`src/rtl/pipe_stage_skid_pkg.sv`:
```
// Shared definitions for the elastic pipeline stage register.
//   stage_state_e : occupancy of the stage (EMPTY, FULL, SKID)
//   NOP_INSTR     : canonical bubble instruction, used by parents to build FLUSH_VALUE
//   CNT_W_DEFAULT : default performance-counter width
package pipe_pkg;

  typedef enum logic [1:0] {
    EMPTY = 2'd0,
    FULL  = 2'd1,
    SKID  = 2'd2
  } stage_state_e;

  localparam logic [31:0]  NOP_INSTR     = 32'h0000_0013;
  localparam int unsigned  CNT_W_DEFAULT = 16;

endpackage

```
`src/rtl/pipe_stage_skid_if.sv`:
```
// Handshake bundle between an upstream producer / downstream consumer and
// pipe_stage_skid.
//   valid_i, data_i : upstream beat
//   ready_o         : stage can take a beat this cycle
//   stall_i         : downstream cannot consume this cycle
//   flush_i         : squash held and incoming beats
//   valid_o, data_o : output beat
// master = environment side, slave = stage side.
interface pipe_stage_skid_if #(
  parameter int unsigned WIDTH = 64
) ();

  logic             valid_i;
  logic [WIDTH-1:0] data_i;
  logic             ready_o;
  logic             stall_i;
  logic             flush_i;
  logic             valid_o;
  logic [WIDTH-1:0] data_o;

  modport master (
    output valid_i, data_i, stall_i, flush_i,
    input  ready_o, valid_o, data_o
  );

  modport slave (
    input  valid_i, data_i, stall_i, flush_i,
    output ready_o, valid_o, data_o
  );

endinterface

```
`src/rtl/pipe_stage_skid_sat_counter.sv`:
```
// Saturating up-counter.
//   clk   : clock
//   clr   : synchronous clear (priority over inc)
//   inc   : add one unless already all-ones
//   count : current value
module sat_counter #(
  parameter int unsigned CNT_W = 16
) (
  input  logic             clk,
  input  logic             clr,
  input  logic             inc,
  output logic [CNT_W-1:0] count
);

  logic [CNT_W-1:0] r_count;

  always_ff @(posedge clk) begin
    if (clr) begin
      r_count <= '0;
    end else if (inc && (r_count != '1)) begin
      r_count <= r_count + CNT_W'(1);
    end
  end

  assign count = r_count;

endmodule

```
`src/rtl/pipe_stage_skid.sv`:
```
// Elastic pipeline stage register with a 2-entry skid buffer.
//   clk, rst_i  : clock, synchronous active-high reset
//   start_i     : run enable; when low everything but start_o holds
//   start_o     : start_i delayed one cycle
//   bus         : handshake bundle (valid/data in, ready out, stall, flush,
//                 valid/data out)
//   stall_cnt_o : saturating count of cycles with start & stall & valid_o
//   flush_cnt_o : saturating count of cycles with start & flush
module pipe_stage_skid
  import pipe_pkg::*;
#(
  parameter int unsigned      WIDTH          = 64,
  parameter logic [WIDTH-1:0] FLUSH_VALUE    = '0,
  parameter bit               BUBBLE_SQUEEZE = 1'b1,
  parameter int unsigned      CNT_W          = CNT_W_DEFAULT
) (
  input  logic             clk,
  input  logic             rst_i,
  input  logic             start_i,
  output logic             start_o,
  pipe_stage_skid_if.slave bus,
  output logic [CNT_W-1:0] stall_cnt_o,
  output logic [CNT_W-1:0] flush_cnt_o
);

  stage_state_e     r_state;
  stage_state_e     w_next;
  logic             r_start;
  logic             r_ready;
  logic [WIDTH-1:0] r_out;
  logic [WIDTH-1:0] r_skid;

  logic             w_valid;
  logic             w_accept;
  logic             w_consume;
  logic             w_load_out;
  logic             w_out_from_skid;
  logic             w_load_skid;
  logic             w_stall_inc;
  logic             w_flush_inc;

  assign w_valid   = (r_state != EMPTY);
  assign w_accept  = bus.valid_i & r_ready;
  assign w_consume = w_valid & ~bus.stall_i;

  always_comb begin
    w_next          = r_state;
    w_load_out      = 1'b0;
    w_out_from_skid = 1'b0;
    w_load_skid     = 1'b0;
    if (start_i) begin
      if (bus.flush_i) begin
        w_next = EMPTY;
      end else begin
        unique case (r_state)
          EMPTY: begin
            // With BUBBLE_SQUEEZE=0 a beat offered while stalled is not
            // loaded even though ready_o is high; the parent must not
            // present beats into a stalled empty stage in that mode.
            if (w_accept && (!bus.stall_i || BUBBLE_SQUEEZE)) begin
              w_load_out = 1'b1;
              w_next     = FULL;
            end
          end
          FULL: begin
            if (w_consume && w_accept) begin
              w_load_out = 1'b1;
            end else if (w_consume) begin
              w_next = EMPTY;
            end else if (w_accept) begin
              w_load_skid = 1'b1;
              w_next      = SKID;
            end
          end
          SKID: begin
            if (w_consume) begin
              w_load_out      = 1'b1;
              w_out_from_skid = 1'b1;
              w_next          = FULL;
            end
          end
          default: w_next = EMPTY;
        endcase
      end
    end
  end

  always_ff @(posedge clk) begin
    if (rst_i) begin
      r_start <= 1'b0;
      r_state <= EMPTY;
      r_ready <= 1'b1;
      r_out   <= FLUSH_VALUE;
      r_skid  <= '0;
    end else begin
      r_start <= start_i;
      r_state <= w_next;
      // Registered ready: derived from the state we are about to enter.
      r_ready <= (w_next != SKID);
      if (w_load_out) begin
        r_out <= w_out_from_skid ? r_skid : bus.data_i;
      end
      if (w_load_skid) begin
        r_skid <= bus.data_i;
      end
    end
  end

  assign w_stall_inc = start_i & bus.stall_i & w_valid;
  assign w_flush_inc = start_i & bus.flush_i;

  sat_counter #(.CNT_W(CNT_W)) u_stall_cnt (
    .clk   (clk),
    .clr   (rst_i),
    .inc   (w_stall_inc),
    .count (stall_cnt_o)
  );

  sat_counter #(.CNT_W(CNT_W)) u_flush_cnt (
    .clk   (clk),
    .clr   (rst_i),
    .inc   (w_flush_inc),
    .count (flush_cnt_o)
  );

  assign start_o     = r_start;
  assign bus.ready_o = r_ready;
  assign bus.valid_o = w_valid;
  assign bus.data_o  = w_valid ? r_out : FLUSH_VALUE;

endmodule

```
`src/flat_wrapper.sv`:
```
// flat-port wrapper written by rule: the top's interface ports become plain ports
module pipe_stage_skid_flat import pipe_pkg::*;
#(
  parameter int unsigned      WIDTH          = 64,
  parameter logic [WIDTH-1:0] FLUSH_VALUE    = '0,
  parameter bit               BUBBLE_SQUEEZE = 1'b1,
  parameter int unsigned      CNT_W          = CNT_W_DEFAULT
)
  (clk, rst_i, start_i, start_o, stall_cnt_o, flush_cnt_o, bus_valid_i, bus_data_i, bus_stall_i, bus_flush_i, bus_ready_o, bus_valid_o, bus_data_o);
  pipe_stage_skid_if #(.WIDTH(WIDTH)) bus_i ();
  input  logic clk;
  input  logic rst_i;
  input  logic start_i;
  output logic start_o;
  output logic [CNT_W-1:0] stall_cnt_o;
  output logic [CNT_W-1:0] flush_cnt_o;
  input wire logic [$bits(bus_i.valid_i)-1:0] bus_valid_i;
  input wire logic [$bits(bus_i.data_i)-1:0] bus_data_i;
  input wire logic [$bits(bus_i.stall_i)-1:0] bus_stall_i;
  input wire logic [$bits(bus_i.flush_i)-1:0] bus_flush_i;
  output wire logic [$bits(bus_i.ready_o)-1:0] bus_ready_o;
  output wire logic [$bits(bus_i.valid_o)-1:0] bus_valid_o;
  output wire logic [$bits(bus_i.data_o)-1:0] bus_data_o;
  assign bus_i.valid_i = bus_valid_i;
  assign bus_i.data_i = bus_data_i;
  assign bus_i.stall_i = bus_stall_i;
  assign bus_i.flush_i = bus_flush_i;
  assign bus_ready_o = bus_i.ready_o;
  assign bus_valid_o = bus_i.valid_o;
  assign bus_data_o = bus_i.data_o;
  pipe_stage_skid #(.WIDTH(WIDTH), .FLUSH_VALUE(FLUSH_VALUE), .BUBBLE_SQUEEZE(BUBBLE_SQUEEZE), .CNT_W(CNT_W)) u_core (.clk(clk), .rst_i(rst_i), .start_i(start_i), .start_o(start_o), .bus(bus_i), .stall_cnt_o(stall_cnt_o), .flush_cnt_o(flush_cnt_o));
endmodule
```
`config.mk`:
```
export PLATFORM = sky130hd
export DESIGN_NAME = pipe_stage_skid_flat
export DESIGN_NICKNAME = d
export VERILOG_FILES = /design/src/rtl/pipe_stage_skid_pkg.sv /design/src/rtl/pipe_stage_skid_if.sv /design/src/rtl/pipe_stage_skid_sat_counter.sv /design/src/rtl/pipe_stage_skid.sv /design/src/flat_wrapper.sv
export SDC_FILE = /design/constraint.sdc
export NUM_CORES = 1
export LEC_CHECK = 0
export BUFFER_PORTS_ARGS = -buffer_cell sky130_fd_sc_hd__buf_4
export CAP_MARGIN = 20
export CORE_ASPECT_RATIO = 1.1
export CORE_MARGIN = 3
export CORE_UTILIZATION = 45
export CTS_BUF_LIST = sky130_fd_sc_hd__clkbuf_4 sky130_fd_sc_hd__clkbuf_8
export CTS_CLUSTER_DIAMETER = 50
export DETAILED_ROUTE_END_ITERATION = 6
export PLACE_DENSITY = 0.76
export SYNTH_ARGS = -nofsm -noshare
export SYNTH_HDL_FRONTEND = slang
export SYNTH_HIERARCHICAL = 1
export SYNTH_SLANG_ARGS = --single-unit
```
`constraint.sdc`:
```
create_clock -name clk -period 5.45 [get_ports clk]
set_input_delay 0.2725 -clock clk [delete_from_list [all_inputs] [get_ports clk]]
set_output_delay 0.2725 -clock clk [all_outputs]
set_load 0.01 [all_outputs]
```
=== Word-level counts from Yosys, hierarchy flattened ===
Index checks and enable logic that the tools add are counted.

* Shift operators: 0
* Reductions and logical operators: 5
* Add/sub/neg operators: 2
* Eq/ne operators: 5
* Muxes and demuxes: 24
* Magnitude comparators: 0
* Divide/modulo/power cells: 0
* Multiply operators: 0
* Bitwise logic cells: 6

{| class="wikitable"
|+ Operators with widths
! operator !! number
|-
| 64-bit two-way mux || 2
|-
| 16-bit by 1-bit adder with 16-bit output (second input constant) || 2
|-
| 16-bit != test (second input constant) || 2
|-
| 2-bit two-way mux || 7
|-
| 1-bit two-way mux || 13
|-
| 2-bit case mux with 3 select lines || 1
|-
| 1-bit bitwise AND || 5
|-
| 1-bit logical AND || 3
|-
| 1-bit case mux with 3 select lines || 1
|-
| 2-bit by 1-bit == test with 1-bit output (second input constant) || 1
|-
| 2-bit == test (second input constant) || 1
|-
| 2-bit zero test || 1
|-
| 2-bit != test (second input constant) || 1
|-
| 2-bit nonzero test || 1
|-
| 1-bit NOT || 1
|}

* Memory bits (writable): 0
* Bits in registers: 164
* Output and inout port bits: 99
* Bits in read-only memories: 0
* Bits in latches: 0
* Memories kept: 0
* Input port bits: 70

=== Longest topological paths before layout ===
* Depth in word-level cells: 8
* Gate-level depth with buffers: 7
* Mapped depth without buffers: 6

=== Modules after synthesis ===
The synthesis kept the hierarchy.

{| class="wikitable"
|+ By module, submodules not included
! module !! sequential area each (µm²) !! cells each !! instances !! area each (µm²)
|-
| pipe_stage_skid || 2,642.5 || 669 || 1 || 5,610.4
|-
| sat_counter || 320.3 || 99 || 2 || 848.3
|}

=== Least setup slack after synthesis ===
Ideal clock, no wire load.

* Path type: reg-to-reg
* Start point: register u_core.r_state[1]
* End point: register u_core.u_stall_cnt.r_count[7], in the netlist u_core/u_stall_cnt/count[7]
* Clock period less this slack: 1.977 ns
* Required time: 5.380 ns
* Buffers on the path: 2
* Arrival: 1.907 ns
* Path slack: 3.473 ns
* Cell stages (with the launch flop): 8
* Path through: dfxtp_1 -> or2_2 -> clkbuf_1 -> and3_1 -> nand2_1 -> clkbuf_1 -> or4_1 -> a21oi_1

* Cells in the longest elaborated chain, start to end: 3

{| class="wikitable"
|+ Ends and longest elaborated chain
! item !! line !! source
|-
| start, declared || pipe_stage_skid.sv:26 || <nowiki>stage_state_e r_state;</nowiki>
|-
| start signal, assigned || pipe_stage_skid.sv:97 || <nowiki>r_state <= w_next;</nowiki>
|-
| 2-bit nonzero test || pipe_stage_skid.sv:42 || <nowiki>assign w_valid = (r_state != EMPTY);</nowiki>
|-
| 1-bit bitwise AND || pipe_stage_skid.sv:109 || <nowiki>assign w_stall_inc = start_i & bus.stall_i & w_valid;</nowiki>
|-
| net u_core.w_stall_inc || pipe_stage_skid.sv:39 || <nowiki>logic w_stall_inc;</nowiki>
|-
| 1-bit logical AND || pipe_stage_skid_sat_counter.sv:20 || <nowiki>end else if (inc && (r_count != '1)) begin</nowiki>
|-
| end signal, assigned || pipe_stage_skid_sat_counter.sv:21 || <nowiki>r_count <= r_count + CNT_W'(1);</nowiki>
|-
| end, declared || pipe_stage_skid_sat_counter.sv:15 || <nowiki>logic [CNT_W-1:0] r_count;</nowiki>
|}

The timed path passes the listed nets, and every way through them passes these cells.
A chain may end at the register's enable or synchronous reset.

=== Final worst setup path ===
* Start point: register u_core.r_state[1]
* End point: register u_core.u_stall_cnt.r_count[11], in the netlist u_core/u_stall_cnt/count[11]

The elaborated chain is that of the path after synthesis.

==> impl_results.md <==
* Outcome: finished, final reports clean
* Number of global-route vias before repair at 6,287
* Count of final hold-check violations at 0
* Crit path required time at 5.79 ns
* Peak VDD IR at 137 uV
* FF-to-FF path depth at 5
* Core area at about 16,000 um^2
* Crit path max-delay family: simple AND/OR/NAND/NOR gates
* Post-Syn Area at roughly 7300 um^2
* Starting Density at 0.463
* ANT cells at 0
* Clock Skews at around 0.012 ns
* Main combinational cell family by area after synthesis: simple AND/OR/NAND/NOR gates
* Reg clk slew, reported paths at 0.09 ns
* Crit path launch type: flip-flop
* GRT overflow at 0
* Register area share after synthesis at 0.449
* Leakage Power at 3.52 nW
* First-pass GRT wire length at 30,900 um
* Total negative slack at 0 ns
* Worst reg2reg startpoint: u_core/r_state[1]$_SDFF_PP0_
* Worst Path Buf+Inv at 0
* Hold Path Depth at 3
* DIE AREA at 17,800 um^2
* Max-cap violations at 0
* Design area at 9100 um^2
* Commonest non-fill, non-tap cell in the layout: buf_4
* Max clock buf depth at 2
* Tot GR Track Use at 0.209
* Tmin final at 2.79 ns
* Levels on crit path at 5
* Clock Sinks at 164
* # rows at 48
* Starting DRC count in detailed routing at 548
* Syn avg cell area at 8.43 um^2
* DRC at 0
* Final setup fails at 0
* Clock Latency Late Sink at approximately 0.45 ns
* Hold slack at around 0.074 ns
* Inserted Clock Buffers at 17
* Share of cells above drive strength 1 at 0.281
* Post-cts resize count at 0
* Max-slew headroom at 0.334
* Die height at 140 um
* Min-delay src: bus_data_i[12]
* # H-tree levels at 4
* Critical Path Max Stage Delay at ~0.84 ns
* Worst slew pin tran at 1.00 ns
* DP HPWL at 12,000 um
* Placed Area at about 8600 um^2
* Yosys warning count at 6
* Die Wd at 127 um
* Routed vias at 6,755
* Final Max Tran Viols at 0
* Mux share of post-synthesis cell area at 0.00719
* Initial antenna violation count at 0
* Synth Register Bits at 164
* CP arrival at 3.13 ns
* Post-DRT Antenna Nets at 0
* Crit Path Class: flip-flop to flip-flop
* Final Wtd Congestion at 0.836
* Setup bufs post-CTS at 0
* Pre-Repair DR Iteration Count at 5
* Largest net degree at the start of global routing at 114
* Most frequent cells in the layout: 176 x buf_4, 164 x dfxtp_1, 143 x nand2_1, 85 x a21oi_1, 80 x nor2_1
* CP Max Fanout at between 60 and 70
* Slowest stage cell, crit path: or2_2
* Hold-fix buffer count after cts at 0
* Post-synthesis cell type count at 42
* Hold EP: u_core/r_skid[12]$_SDFFE_PP0P_
* Area grow syn2layout at 24.6%
* IO Count at 169
* Simple-gate share of the synthesized area at 0.300
* Worst setup EP type: flip-flop
* Vias per inst at 5.61
* Syn_nets at 939
* Cells after synthesis at 867
* Final nets at 1,065
* Synth Area in Adders at 0.00342
* Root Buffer: clkbuf_8
* PwrDens at 281 nW/um^2
* Worst-path cell chain: or2_2, and3_1, nand2_1, nor4bb_1, mux2_2
* Wire per inst at 15.8 um
* Final wirelength at 19,000 um
* CTS tree: built
* Port Buf Inserts at 168
* R2R Path End: u_core/u_stall_cnt/count[11]$_SDFFE_PP0P_
* Fin crit share at 0.512
* Reg-to-reg slack, setup at between 2 and 3 ns
* FMAX at 358 MHz
* RSZ-0062 raised after global routing: no
* Worst Hold Class: input port to flip-flop
* Compound-cell area share of the yosys netlist at 0.186
* Post-synthesis xor/xnor area fraction at 0.00479
[registers in the layout, summed over array words and instances (netlist names)]
register                  flops
u_core/u_stall_cnt/count     16
u_core/start_o                1
u_core/bus.ready_o            1
u_core/u_flush_cnt/count     16
u_core/r_out                 64
u_core/r_state                2
u_core/r_skid                64
[report_power, final]
part | internal, mW | leakage [nW] | switching [mW]
Combinational | 0.0807 | 1.92 | 0.0932
Sequential | 1.23 | 1.33 | 0.0159
Clock | 0.715 | 0.267 | 0.428
[cell usage after synthesis]
library cell	count	area, um^2
dfxtp_1	164	3280
nand2_1	144	541
a21oi_1	85	425
nor2_1	80	300
nor3_1	73	365
and2_1	65	407
o221a_2	59	664
clkbuf_1	36	135
buf_2	21	105
or4_1	15	113
nand3_1	12	60.1
o31ai_1	12	90.1
o21ai_0	9	45.0
buf_1	7	26.3
inv_1	7	26.3
and4_1	6	52.6
buf_6	6	67.6
nand4_1	6	37.5
or3_1	6	37.5
nor2b_1	5	31.3
o221a_1	5	56.3
nor4_1	4	25.0
xnor2_1	4	35.0
and3_1	3	18.8
mux2i_1	3	30.0
nor4_4	3	63.8
ha_1	2	25.0
mux2_2	2	22.5
nand2_2	2	12.5
nand2b_1	2	12.5
nand3b_1	2	15.0
nand4_4	2	42.5
nor4bb_1	2	20.0
o21a_1	2	15.0
o311ai_0	2	17.5
o41ai_1	2	17.5
or3b_1	2	17.5
a2111oi_0	1	8.76
a21oi_4	1	16.3
nor3b_1	1	7.51
nor4b_1	1	8.76
or2_2	1	6.26
[stage by stage]
step                      setup WS, ns  power (mW)  utilization  instances
after floorplan                   3.47        1.36            -        867
after global placement            2.77        1.44        0.541       1173
after detailed placement          2.68        1.44        0.541       1173
after CTS                         2.67        2.58        0.575       1204
after global routing              2.41        2.65        0.576       1205
final                             2.66        2.56        0.576       1205
[worst min-delay path: stages]
cell,delay (ns)
buf_4,0.11
nand2_1,0.05
a21oi_1,0.05
[worst max path at each step]
stage                                                     end                    startpoint  slack (ns)
finish              u_core/u_stall_cnt/count[11]$_SDFFE_PP0P_  u_core/r_state[1]$_SDFF_PP0_        2.66
global route        u_core/u_stall_cnt/count[11]$_SDFFE_PP0P_  u_core/r_state[1]$_SDFF_PP0_        2.41
CTS                 u_core/u_stall_cnt/count[11]$_SDFFE_PP0P_  u_core/r_state[1]$_SDFF_PP0_        2.67
detailed placement  u_core/u_stall_cnt/count[11]$_SDFFE_PP0P_  u_core/r_state[1]$_SDFF_PP0_        2.68
global placement    u_core/u_stall_cnt/count[11]$_SDFFE_PP0P_  u_core/r_state[1]$_SDFF_PP0_        2.77
floorplan            u_core/u_stall_cnt/count[7]$_SDFFE_PP0P_  u_core/r_state[1]$_SDFF_PP0_        3.47
[layout make-up]
type	instances	area, um^2
flip-flops and latches	164	3280
clock inverters	10	250
well taps	200	250
repair buffers	177	1350
inverters	7	26.3
clock buffers	21	277
fillers	1422	6690
multi-input cells	626	3670
[cell families (layout without fill, tap and decap cells)]
family	after synthesis	in the layout
multiplexers	5	5
AND/OR/NAND/NOR	437	437
adder cells (fa/ha/maj)	2	2
AO/OA/AOI/OAI	178	178
flip-flops	164	164
XOR/XNOR	4	4
buffers and inverters	77	215
[layer usage]
layer	wire length [um]	part of all wire	up-vias	global-route usage
li1	-	-	3332	-
met1	8400	0.44	3167	0.284
met2	8820	0.46	239	0.334
met3	1550	0.081	17	0.0392
met4	254	0.013	0	0.0661
met5	0	0	-	0
No activity file was read; power rests on OpenSTA's default activity.
